===== src/rtl/mips_pkg.sv =====
// Shared MIPS core definitions: opcodes, fetch FSM encoding, reset PC.
// Imported by the fetch stage and its next-PC selector.
package mips_pkg;

    localparam int AW = 32;
    localparam logic [AW-1:0] DEF_RESET_PC = 32'h0000_0000;

    localparam logic [5:0] OPC_RTYPE = 6'h00;
    localparam logic [5:0] OPC_J     = 6'h02;
    localparam logic [5:0] OPC_JAL   = 6'h03;
    localparam logic [5:0] OPC_BEQ   = 6'h04;
    localparam logic [5:0] OPC_BNE   = 6'h05;
    localparam logic [5:0] OPC_ADDI  = 6'h08;
    localparam logic [5:0] OPC_LW    = 6'h23;
    localparam logic [5:0] OPC_SW    = 6'h2b;
    localparam logic [5:0] FUNC_JR   = 6'h08;

    typedef enum logic [1:0] {
        S_IDLE  = 2'd0,
        S_FETCH = 2'd1,
        S_HOLD  = 2'd2
    } fetch_state_e;

    function automatic logic [AW-1:0] br_off(input logic [15:0] imm);
        br_off = {{14{imm[15]}}, imm, 2'b00};
    endfunction

endpackage


===== src/rtl/next_pc_sel.sv =====
// Next-PC target generation and priority select for the fetch stage.
// Only the listed control inputs can steer the PC.
module next_pc_sel
    import mips_pkg::*;
(
    input  logic [31:0] pc,
    input  logic [31:0] instr,
    input  logic        branch,
    input  logic        bne,
    input  logic        jump,
    input  logic        jr,
    input  logic        zero,
    input  logic [31:0] jr_target,
    output logic [31:0] pc_plus4,
    output logic [31:0] next_pc,
    output logic        misalign
);

    logic [31:0] br_tgt;
    logic [31:0] j_tgt;
    logic        taken;

    assign pc_plus4 = pc + 32'd4;
    assign br_tgt   = pc_plus4 + br_off(instr[15:0]);
    assign j_tgt    = {pc_plus4[31:28], instr[25:0], 2'b00};
    assign taken    = branch & (bne ? ~zero : zero);
    assign misalign = jr & (|jr_target[1:0]);

    // jr wins over jump, which wins over a taken branch
    always_comb begin
        next_pc = pc_plus4;
        if (jr)
            next_pc = {jr_target[31:2], 2'b00};
        else if (jump)
            next_pc = j_tgt;
        else if (taken)
            next_pc = br_tgt;
    end

endmodule


===== src/rtl/fetch_unit.sv =====
// Instruction fetch stage: PC register, imem req/valid handshake,
// held instruction and next-PC update on retire.
module fetch_unit
    import mips_pkg::*;
#(
    parameter logic [31:0] RESET_PC = DEF_RESET_PC
) (
    input  logic        clock,
    input  logic        reset_n,
    output logic        imem_req,
    output logic [31:0] imem_addr,
    input  logic        imem_valid,
    input  logic [31:0] imem_rdata,
    output logic [31:0] instr,
    output logic        instr_valid,
    output logic [5:0]  opcode,
    output logic [5:0]  func,
    output logic [31:0] pc_plus4,
    input  logic        instr_ack,
    input  logic        branch,
    input  logic        bne,
    input  logic        jump,
    input  logic        jr,
    input  logic        zero,
    input  logic [31:0] jr_target,
    output logic        fetch_err
);

    fetch_state_e state;
    logic [31:0]  pc;
    logic [31:0]  next_pc;
    logic         misalign;

    next_pc_sel u_sel (
        .pc        (pc),
        .instr     (instr),
        .branch    (branch),
        .bne       (bne),
        .jump      (jump),
        .jr        (jr),
        .zero      (zero),
        .jr_target (jr_target),
        .pc_plus4  (pc_plus4),
        .next_pc   (next_pc),
        .misalign  (misalign)
    );

    assign imem_addr = pc;
    assign opcode    = instr[31:26];
    assign func      = instr[5:0];

    always_ff @(posedge clock or negedge reset_n) begin
        if (!reset_n) begin
            state       <= S_IDLE;
            pc          <= RESET_PC;
            imem_req    <= 1'b0;
            instr       <= '0;
            instr_valid <= 1'b0;
            fetch_err   <= 1'b0;
        end else begin
            unique case (state)
                S_IDLE: begin
                    state    <= S_FETCH;
                    imem_req <= 1'b1;
                end
                S_FETCH: begin
                    if (imem_valid) begin
                        instr       <= imem_rdata;
                        instr_valid <= 1'b1;
                        imem_req    <= 1'b0;
                        state       <= S_HOLD;
                    end
                end
                S_HOLD: begin
                    if (instr_ack) begin
                        pc          <= next_pc;
                        instr_valid <= 1'b0;
                        imem_req    <= 1'b1;
                        state       <= S_FETCH;
                        if (misalign)
                            fetch_err <= 1'b1;
                    end
                end
                default: begin
                    state       <= S_IDLE;
                    imem_req    <= 1'b0;
                    instr_valid <= 1'b0;
                end
            endcase
        end
    end

endmodule

===== config.mk =====
export PLATFORM = sky130hd
export DESIGN_NAME = fetch_unit
export DESIGN_NICKNAME = d
export VERILOG_FILES = /design/src/rtl/mips_pkg.sv /design/src/rtl/next_pc_sel.sv /design/src/rtl/fetch_unit.sv
export SDC_FILE = /design/constraint.sdc
export NUM_CORES = 1
export LEC_CHECK = 0
export ABC_AREA = 1
export BUFFER_PORTS_ARGS = -buffer_cell sky130_fd_sc_hd__buf_4
export CELL_PAD_IN_SITES_DETAIL_PLACEMENT = 0
export CELL_PAD_IN_SITES_GLOBAL_PLACEMENT = 2
export CORE_MARGIN = 10
export CORE_UTILIZATION = 28
export DETAILED_ROUTE_END_ITERATION = 10
export PLACE_DENSITY = 0.8
export SLEW_MARGIN = 40
export SYNTH_ARGS = -nofsm -noshare
export SYNTH_HDL_FRONTEND = slang
export SYNTH_HIERARCHICAL = 1
export SYNTH_SLANG_ARGS = --single-unit

===== constraint.sdc =====
create_clock -name clock -period 3.1 [get_ports clock]
set_input_delay 0.31 -clock clock [delete_from_list [all_inputs] [get_ports clock]]
set_output_delay 0.31 -clock clock [all_outputs]
set_load 0.005 [all_outputs]

==> results of run 1 <==
==> routing by layer <==
layer | vias up | wire (µm)
met5 | - | 0
met4 | 0 | 847
met3 | 40 | 2490
met2 | 272 | 15500
met1 | 3961 | 14700
li1 | 4258 | -
==> worst max-delay path, stage by stage (launching register included) <==
cell     delay (ps)
dfrtp_1         350
ha_2            200
nand2_2          80
nor2_4          140
nand2_2          90
nor2_4          120
nand2_2          80
nor2_2          110
xor2_1          150
buf_4           160
inv_4            40
ha_4            240
buf_6           120
nand2_2          50
nand2_2          70
inv_2            50
nand2_2          60
inv_1            90
nand2_1         100
a21oi_1         150
nand3_1         110
nand3_2         110
nand2_1          50
nand2_1          50
nand2_1          50
inv_1            60
o21ai_2          60
==> synthesized netlist by cell type, drive strengths merged (3+ instances only) <==
library cell  instances  area share, %
a21o                  4           0.43
a21oi                54            4.0
a31oi                 4           0.36
and2                  3           0.27
buf                  31            3.6
clkbuf               10           0.64
dfrtp                68             24
ha                   36            6.4
inv                 176            9.4
nand2               425             23
nand3                89            6.8
nand3b                7           0.75
nand4                10           0.89
nor2                108            6.7
nor3                 10           0.93
o211ai                3           0.32
o21ai                59            5.9
o21bai                5           0.54
or2                   3           0.27
xnor2                 7           0.88
xor2                 18            2.3
==> final timing paths <==
check	startpoint	to	slack [ps]	depth (start not counted)
worst max-delay path	imem_addr[3]	imem_addr[27]	30	26
worst min-delay path	reset_n	imem_addr[29]	-50	1
worst max register to register	imem_addr[3]	imem_addr[27]	30	26
worst min register to register	fetch_err	fetch_err	510	1
max in group asynchronous	reset_n	imem_addr[5]	2590	1
min in group clock	imem_rdata[7]	instr[7]	170	3
==> registers in the layout (all words and copies together) (netlist names) <==
signal	cells
instr	32
fetch_err	1
state	2
instr_valid	1
imem_addr	32
==> power by group through the flow <==
stage                     sequential [mW]  clock, mW  combinational, mW
final                                1.88       1.20               9.08
after global routing                 1.93       1.25               10.0
after CTS                            1.87       1.22               8.25
after detailed placement             1.86          0               7.84
after global placement               1.86          0               7.84
after floorplan                      1.80          0               3.70
==> area by class of cell <==
cell class | count | area (µm²)
multi-input combinational | 852 | 5090
clock inverter | 7 | 98.8
inverter | 177 | 668
fill | 2577 | 13300
timing repair buffer | 388 | 2960
sequential | 68 | 1710
clock buffer | 9 | 225
tap | 324 | 405
==> logic make-up after synthesis <==
family / Yosys count
adder cells (fa/ha/maj): 37
XOR/XNOR: 25
flip-flops: 68
AO/OA/AOI/OAI: 134
AND/OR/NAND/NOR: 656
buffers and inverters: 218
==> what timing repair did <==
action	4_1_cts	5_1_grt
buffers inserted	5	13
pin swaps	16	68
setup endpoints to repair	22	23
gates resized for setup	57	144
==> impl_metrics.csv, run 1 <==
group,metric,value,unit
grt,top_usage_layer,"met2",
drt,vias_per_cell,4.67,
timing,fin_worst_skew,7.29,ps
pwr,p_per_area,1090,mW/mm²
yosys,ys_async_sr_fraction,100,%
grt,grt_pass1_wl,50400,µm
floorplanning,core.rowCount,57,
pwr,p_switching,5.80,mW
cts,clock_path_buffers,2,
cts,clk_pin_slew,60,ps
drt,wl_per_cell,18.4,µm
yosys,synthCells,1138,
grt,antenna_found_initial,0,
setup_path,cp.required,3320,ps
final_layout,utilization,45.6,%
drt,antenna_left,0,
outcome,violations,"hold timing",
cts,clock_latency,360,ps
timing,fmax,325,MHz
timing,slew_headroom,51.2,%
drt,drc,0,
yosys,synthesis.nets,1248,
yosys,synth.mux.area_fraction,0,%
cts,cts_root_buffer,"clkbuf_16",
grt,grt-ovfl-total,0,
final_layout,area_growth,59.3,%
yosys,ys.warnings.count,6,
grt,track_usage,20.7,%
placed_design,portBuffers,183,
final_layout,drive_above_1_share,42.8,%
timing,fin_hold_ws,-52.5,ps
final_layout,nets,1606,
pwr,p_sw_share,47.7,%
setup_path,path_max_fanout,3,
grt,grt_pass1_vias,8751,
timing,final-setup-viol-count,0,
cts,cts_tree,"built",
grt,grt_use_met2,34.2,%
placed_design,dp_slack,-267,ps
grt,met3_usage,5.60,%
yosys,yosysSeqAreaShare,24.3,%
pwr,ir_drop,526,µV
setup_path,crit_path_start_kind,"register",
yosys,synth-main-ff-cell,"dfrtp_1",
cts,numCtsBuffers,9,
setup_path,arrival,3300,ps
setup_path,critical_path_class,"reg -> reg",
outcome,status,"finished, violations left",
cts,cts_sinks,68,
pwr,seqPwrFrac,15.5,%
flow_run,cap_viol_max_count,0,
cts,cts_hold_buf,0,
yosys,syn-cell-area,0.00700,mm²
yosys,synth-simple-area-share,40.0,%
floorplanning,core-area,0.0245,mm²
drt,drtIter0Drc,578,
yosys,synthAdderAreaFrac,6.72,%
floorplanning,initial_core_util,28.6,%
pwr,p_total,12.2,mW
yosys,synth_cell_types,45,
timing,drv_slew,0,
pwr,p_leak,6.04,nW
cts,h-tree-depth,3,
drt,drt_wl_total,33500,µm
timing,tns,0,ps
yosys,ys_seq_elements,68,
placed_design,place_congestion,0.886,
timing,period_needed,3070,ps
pwr,power_frac_clock,9.9,%
timing,final_hold_viol_count,18,
floorplanning,io_pins,184,
yosys,synth_compound_area_share,12.1,%
grt,grt_max_degree,69,
final_layout,layout.cells.non_filler,1825,
timing,finalCritPeriodShare,99.1,%
final_layout,layout_common_cells,"buf_4, nand2_1, inv_1",
placed_design,dp.cells,1792,
placed_design,placement.cell_area,0.00991,mm²
setup_path,end_kind,"register",
final_layout,final_common_cell,"buf_4",
floorplanning,die_w,178,µm
timing,tightest_slew,732,ps
hold_path,hp-class,"in -> async",
placed_design,dpl.hpwl,26800,µm
floorplanning,die_y,178,µm
pwr,p_int,6.36,mW
yosys,synth_top_family_by_area,"simple AND/OR/NAND/NOR gates",
final_layout,num_antenna_cells,0,
timing,setup_slack,26.5,ps
final_layout,final_area,0.0111,mm²
drt,firstDrtPassIters,6,
floorplanning,dieArea,0.0317,mm²
yosys,synth_edf_count,0,
yosys,synth_area_per_cell,6.15,µm²
timing,grt_setup_unrepaired,"true",
drt,dr_total_vias,8531,
pwr,combPwrFrac,74.7,%
yosys,synthXorXnorAreaFrac,3.13,%
grt,grt_use_met1,25.8,%
(Power assumes the default switching activity.)
==> run 2, diff against run 1 <==
--- a/config.mk
+++ b/config.mk
@@ -11,6 +11,7 @@
 export CELL_PAD_IN_SITES_GLOBAL_PLACEMENT = 2
 export CORE_MARGIN = 10
 export CORE_UTILIZATION = 28
+export CTS_BUF_LIST = sky130_fd_sc_hd__clkbuf_4
 export DETAILED_ROUTE_END_ITERATION = 10
 export PLACE_DENSITY = 0.8
 export SLEW_MARGIN = 40
==> run 2 against run 1 <==
Critical endpoint is now imem_addr[28]. Die area did not move. Largest cell class unchanged. Final area fell by 0.29%. Cell count barely moved. Sequential power barely moved. Clock skew rose by 9.3 ps. Highest routed layer unchanged. Routed wire length barely moved. Utilization fell by 0.13 points. The flow now finishes without violations.
==> impl_metrics.csv, run 2 (synthesis results as in run 1) <==
group,metric,value,unit
outcome,status,"completed",
timing,drv_slew,0,
cts,cts_root_buffer,"clkbuf_4",
drt,vias_per_cell,4.67,
setup_path,end_kind,"register",
timing,tightest_slew,730,ps
timing,grt_setup_unrepaired,"true",
grt,grt_pass1_wl,50300,µm
timing,period_needed,3050,ps
drt,firstDrtPassIters,5,
drt,drtIter0Drc,560,
cts,clock_path_buffers,2,
placed_design,dpl.hpwl,26800,µm
final_layout,layout_common_cells,"buf_4, nand2_1, inv_1",
drt,wl_met2,15500,µm
drt,drt_wl_total,33500,µm
flow_run,cap_viol_max_count,0,
grt,antenna_found_initial,1,
timing,fmax,328,MHz
final_layout,area_growth,58.8,%
floorplanning,core.rowCount,57,
grt,track_usage,20.7,%
setup_path,path_max_fanout,3,
setup_path,critical_path_class,"reg -> reg",
hold_path,hp-class,"in -> reg",
timing,fin_hold_ws,42.9,ps
grt,grt-ovfl-total,0,
timing,fin_worst_skew,16.6,ps
pwr,ir_drop,469,µV
cts,cts_tree,"built",
drt,wl_met3,2700,µm
drt,drc,0,
cts,clk_pin_slew,150,ps
drt,dr.max_layer_used,"met4",
drt,antenna_left,0,
placed_design,portBuffers,183,
grt,grt_pass1_vias,8734,
setup_path,cpPeakStageDelay,430,ps
pwr,p_per_area,1070,mW/mm²
timing,final_hold_viol_count,0,
floorplanning,io_pins,184,
setup_path,crit_chain,"ha_4 > nand2_4 > nor2_4 > nand2_2 > nor2_4 > nand2_2 > nor2_2 > xor2_1 > buf_4 > inv_4 > ha_4 > buf_6 > buf_6 > nand2_8 > nor2_4 > nor2_2 > nand2_2 > a21oi_2 > nand2_1 > nand2_1 > nand3_2 > a21oi_2 > inv_1 > o21ai_2",
grt,grt_max_degree,69,
pwr,p_leak,5.99,nW
timing,final-setup-viol-count,0,
drt,wl_met1,14600,µm
final_layout,final_common_cell,"buf_4",
final_layout,nets,1606,
setup_path,arrival,3470,ps
floorplanning,dieArea,0.0317,mm²
setup_path,crit_path_start_kind,"register",
timing,tns,0,ps
final_layout,drive_above_1_share,43.4,%
setup_path,cp_slowest_cell,"dfrtp_1",
timing,finalCritPeriodShare,98.4,%
floorplanning,die_w,178,µm
drt,dr_total_vias,8535,
cts,numCtsBuffers,9,
floorplanning,core-area,0.0245,mm²
setup_path,cp.required,3510,ps
placed_design,place_congestion,0.886,
cts,cts_sinks,68,
cts,h-tree-depth,3,
floorplanning,initial_core_util,28.6,%
floorplanning,die_y,178,µm
timing,slew_headroom,51.3,%
cts,clock_latency,480,ps
drt,wl_per_cell,18.4,µm
==> run 2: cell count changes in the layout (fill, tap and decap cells not counted), sizes merged <==
| cell | previous run | this run |
|---|---|---|
| buf | 388 | 387 |
| diode | 0 | 1 |
| dlygate4sd3 | 0 | 1 |
==> run 2: path summary, 6_finish.rpt <==
| check | cells after the start | slack, ps | from | endpoint |
|---|---|---|---|---|
| min in group asynchronous | 2 | 380 | reset_n | imem_addr[29] |
| max in group asynchronous | 2 | 2160 | reset_n | imem_addr[10] |
| max | 24 | 50 | imem_addr[2] | imem_addr[28] |
| min reg2reg | 1 | 530 | fetch_err | fetch_err |
| min | 3 | 40 | imem_rdata[19] | instr[19] |
| max reg2reg | 24 | 50 | imem_addr[2] | imem_addr[28] |
==> run 2: cell type report <==
class	count	area (µm²)
clock buffers	9	67.6
flip-flops and latches	68	1710
fillers	2580	13300
repair buffers	388	3000
inverters	177	671
diodes	1	2.50
clock inverters	7	98.8
well taps	324	405
multi-input cells	852	5170
==> run 2: metal layers <==
layer | track usage, % | vias to the layer above
met2 | 34.1 | 296
met3 | 5.88 | 42
met1 | 25.8 | 3935
li1 | - | 4262
met4 | 5.38 | 0
met5 | 0 | -
==> run 2: where the power goes <==
part	total [mW]	internal [mW]	switching, mW
clock	0.766	0.331	0.435
sequential	1.89	1.29	0.602
combinational	9.27	4.45	4.82
==> run 2: worst max-delay path: cells and delay by family, from the launching register on <==
kind	cells	cell delay [ps]
fa+ha+maj	2	400
compound gates	3	430
buf+inv	5	490
simple gates	13	1090
flops	1	430
xor+xnor	1	150
==> run 2: metrics by stage <==
step	utilization [%]	worst slack (ps)	total power [mW]	std cells	instance area, µm²
after floorplan	-	158	5.50	1138	7000
after global placement	40.5	-350	9.70	1792	9910
after detailed placement	40.5	-267	9.70	1792	9910
after CTS	42.3	-15.9	10.9	1812	10400
after global routing	45.4	-209	13.0	1826	11100
final	45.4	49.4	11.9	1826	11100
==> run 2: what timing repair did <==
item,CTS,global route
cloned,0,0
gates resized for setup,58,166
hold buffers,1,0
endpoints found under the hold margin,68,0
pin swaps,12,78
buffers inserted,3,14
setup endpoints to repair,22,23
==> run 3, diff against run 2 <==
--- a/config.mk
+++ b/config.mk
@@ -6,13 +6,13 @@
 export NUM_CORES = 1
 export LEC_CHECK = 0
 export ABC_AREA = 1
-export BUFFER_PORTS_ARGS = -buffer_cell sky130_fd_sc_hd__buf_4
 export CELL_PAD_IN_SITES_DETAIL_PLACEMENT = 0
 export CELL_PAD_IN_SITES_GLOBAL_PLACEMENT = 2
 export CORE_MARGIN = 10
-export CORE_UTILIZATION = 28
+export CORE_UTILIZATION = 34
 export CTS_BUF_LIST = sky130_fd_sc_hd__clkbuf_4
 export DETAILED_ROUTE_END_ITERATION = 10
+export DONT_BUFFER_PORTS = 1
 export PLACE_DENSITY = 0.8
 export SLEW_MARGIN = 40
 export SYNTH_ARGS = -nofsm -noshare
==> run 3 against run 2 <==
Clock power decreased by 5.5%. Die area decreased by 16%. Critical path type unchanged. Power decreased by 12%. Sequential cell count unchanged. Cell count decreased by 11%.
==> impl_metrics.csv, run 3 (synthesis results as in run 1) <==
group,metric,value,unit
cts,numCtsBuffers,9,
drt,wl_per_cell,18.9,µm
timing,grt_setup_unrepaired,"true",
drt,drc,0,
grt,grt_pass1_vias,7966,
setup_path,r2r_end,"imem_addr[12]",
cts,cts_sinks,68,
drt,firstDrtPassIters,11,
timing,fin_worst_skew,24.3,ps
final_layout,layout.cells.non_filler,1628,
grt,track_usage,22.4,%
flow_run,cap_viol_max_count,0,
drt,drtIter0Drc,526,
timing,fmax,328,MHz
floorplanning,initial_core_util,34.6,%
final_layout,area_growth,42.3,%
timing,fin_hold_ws,49.2,ps
floorplanning,core.rowCount,52,
cts,clk_pin_slew,130,ps
timing,final-setup-viol-count,0,
timing,final_hold_viol_count,0,
placed_design,placement.cell_area,0.00844,mm²
setup_path,path_max_fanout,4,
setup_path,crit_path_start_kind,"register",
final_layout,drive_above_1_share,34.3,%
final_layout,final_common_cell,"nand2_1",
floorplanning,die_y,163,µm
placed_design,dp.cells,1553,
timing,drv_slew,0,
floorplanning,io_pins,184,
cts,h-tree-depth,3,
setup_path,cp.required,3440,ps
placed_design,dp_slack,-156,ps
hold_path,hold_start,"jr",
final_layout,nets,1461,
hold_path,worstHoldEndpoint,"imem_addr[0]",
grt,antenna_found_initial,3,
pwr,p_total,10.6,mW
cts,cts_root_buffer,"clkbuf_4",
pwr,ir_drop,577,µV
floorplanning,die_w,163,µm
floorplanning,core-area,0.0202,mm²
pwr,p_leak,5.25,nW
cts,clock_latency,470,ps
drt,dr_total_vias,8068,
placed_design,portBuffers,0,
floorplanning,dieArea,0.0267,mm²
timing,tightest_slew,611,ps
cts,clock_path_buffers,2,
setup_path,arrival,3390,ps
hold_path,holdPathStages,3,
setup_path,reg2regPathDepth,21,
setup_path,r2r-start,"imem_addr[2]",
grt,grt_pass1_wl,46300,µm
drt,drt_wl_total,30800,µm
final_layout,layout_common_cells,"nand2_1, buf_4, inv_1",
timing,finalCritPeriodShare,98.4,%
placed_design,place_congestion,0.900,
placed_design,dpl.hpwl,24500,µm
final_layout,final_area,0.00996,mm²
setup_path,critical_path_class,"reg -> reg",
grt,grt-ovfl-total,0,
drt,antenna_left,0,
timing,setup_slack,48.8,ps
drt,vias_per_cell,4.96,
grt,grt_max_degree,69,
outcome,status,"completed",
timing,slew_headroom,59.2,%
setup_path,end_kind,"register",
timing,period_needed,3050,ps
pwr,p_per_area,1060,mW/mm²
cts,cts_tree,"built",
setup_path,r2r_slack,50,ps
hold_path,hp-class,"in -> reg",
run 3: cell types whose count changed in the layout (fill, tap and decap cells not counted), moves of 3 or more:
cell,before,now
inv_2,27,24
nor2_1,62,66
nand2_4,11,7
buf_6,12,7
nand2_2,51,54
buf_4,372,200
buf_12,3,0
dlygate4sd3_1,1,35
run 3: report_power, final:
group / total [mW] / internal (mW) / switching [mW]
Sequential: 1.96 / 1.29 / 0.665
Clock: 0.724 / 0.335 / 0.389
Combinational: 7.87 / 3.51 / 4.36
Total: 10.6 / 5.13 / 5.42
run 3: timing repair:
action,CTS,global route
hold endpoints to repair,105,0
gates resized for setup,45,162
hold buffers,36,0
buffers inserted,9,12
setup endpoints to repair,18,23
pin swaps,13,68
run 3: routing by layer:
metal	GRT usage [%]	up-vias	share of wire [%]
li1	-	3972	-
met1	27.7	3768	42
met2	37.1	276	47
met3	6.29	50	8.5
met4	6.99	2	2.4
met5	0	-	0.039
run 3: worst max path at each step:
stage	startpoint	end	slack [ps]	cells after the start
final	imem_addr[2]	imem_addr[12]	50	21
after global routing	imem_addr[8]	imem_addr[12]	-130	19
after CTS	imem_addr[11]	imem_addr[29]	-20	24
after detailed placement	imem_addr[2]	imem_addr[29]	-160	23
after global placement	imem_addr[2]	imem_addr[29]	-130	23
after floorplan	imem_addr[2]	imem_addr[26]	160	21
run 3: cell type report:
class / count / area [µm²]
diodes: 2 / 5.00
fillers: 2108 / 10300
multi-input cells: 852 / 5120
inverters: 177 / 673
clock inverters: 6 / 88.8
well taps: 270 / 338
flip-flops and latches: 68 / 1710
clock buffers: 10 / 75.1
repair buffers: 243 / 1960
run 3: stage by stage:
stage          util [%]  TNS (ps)
6_report           49.2         0
5_1_grt            49.2     -1300
4_1_cts            45.7     -31.6
3_5_place_dp       41.7      -959
3_3_place_gp       41.7      -511
2_1_floorplan         -         0
run 3: worst max-delay path, cell delays in order (launching register included):
cell and delay, ps:
dfrtp_1 390, ha_2 190, nand2_2 80, nor2_4 120, nand2_2 80, nor2_4 130, nand2_4 90, buf_6 130
xnor2_4 200, ha_4 240, buf_6 120, nand2_4 60, inv_2 30, nand2_1 50, nand2_1 60, nand3b_1 300
xnor2_1 250, nand2_1 80, o211ai_1 90, nand2_1 120, inv_1 80, o21ai_2 50
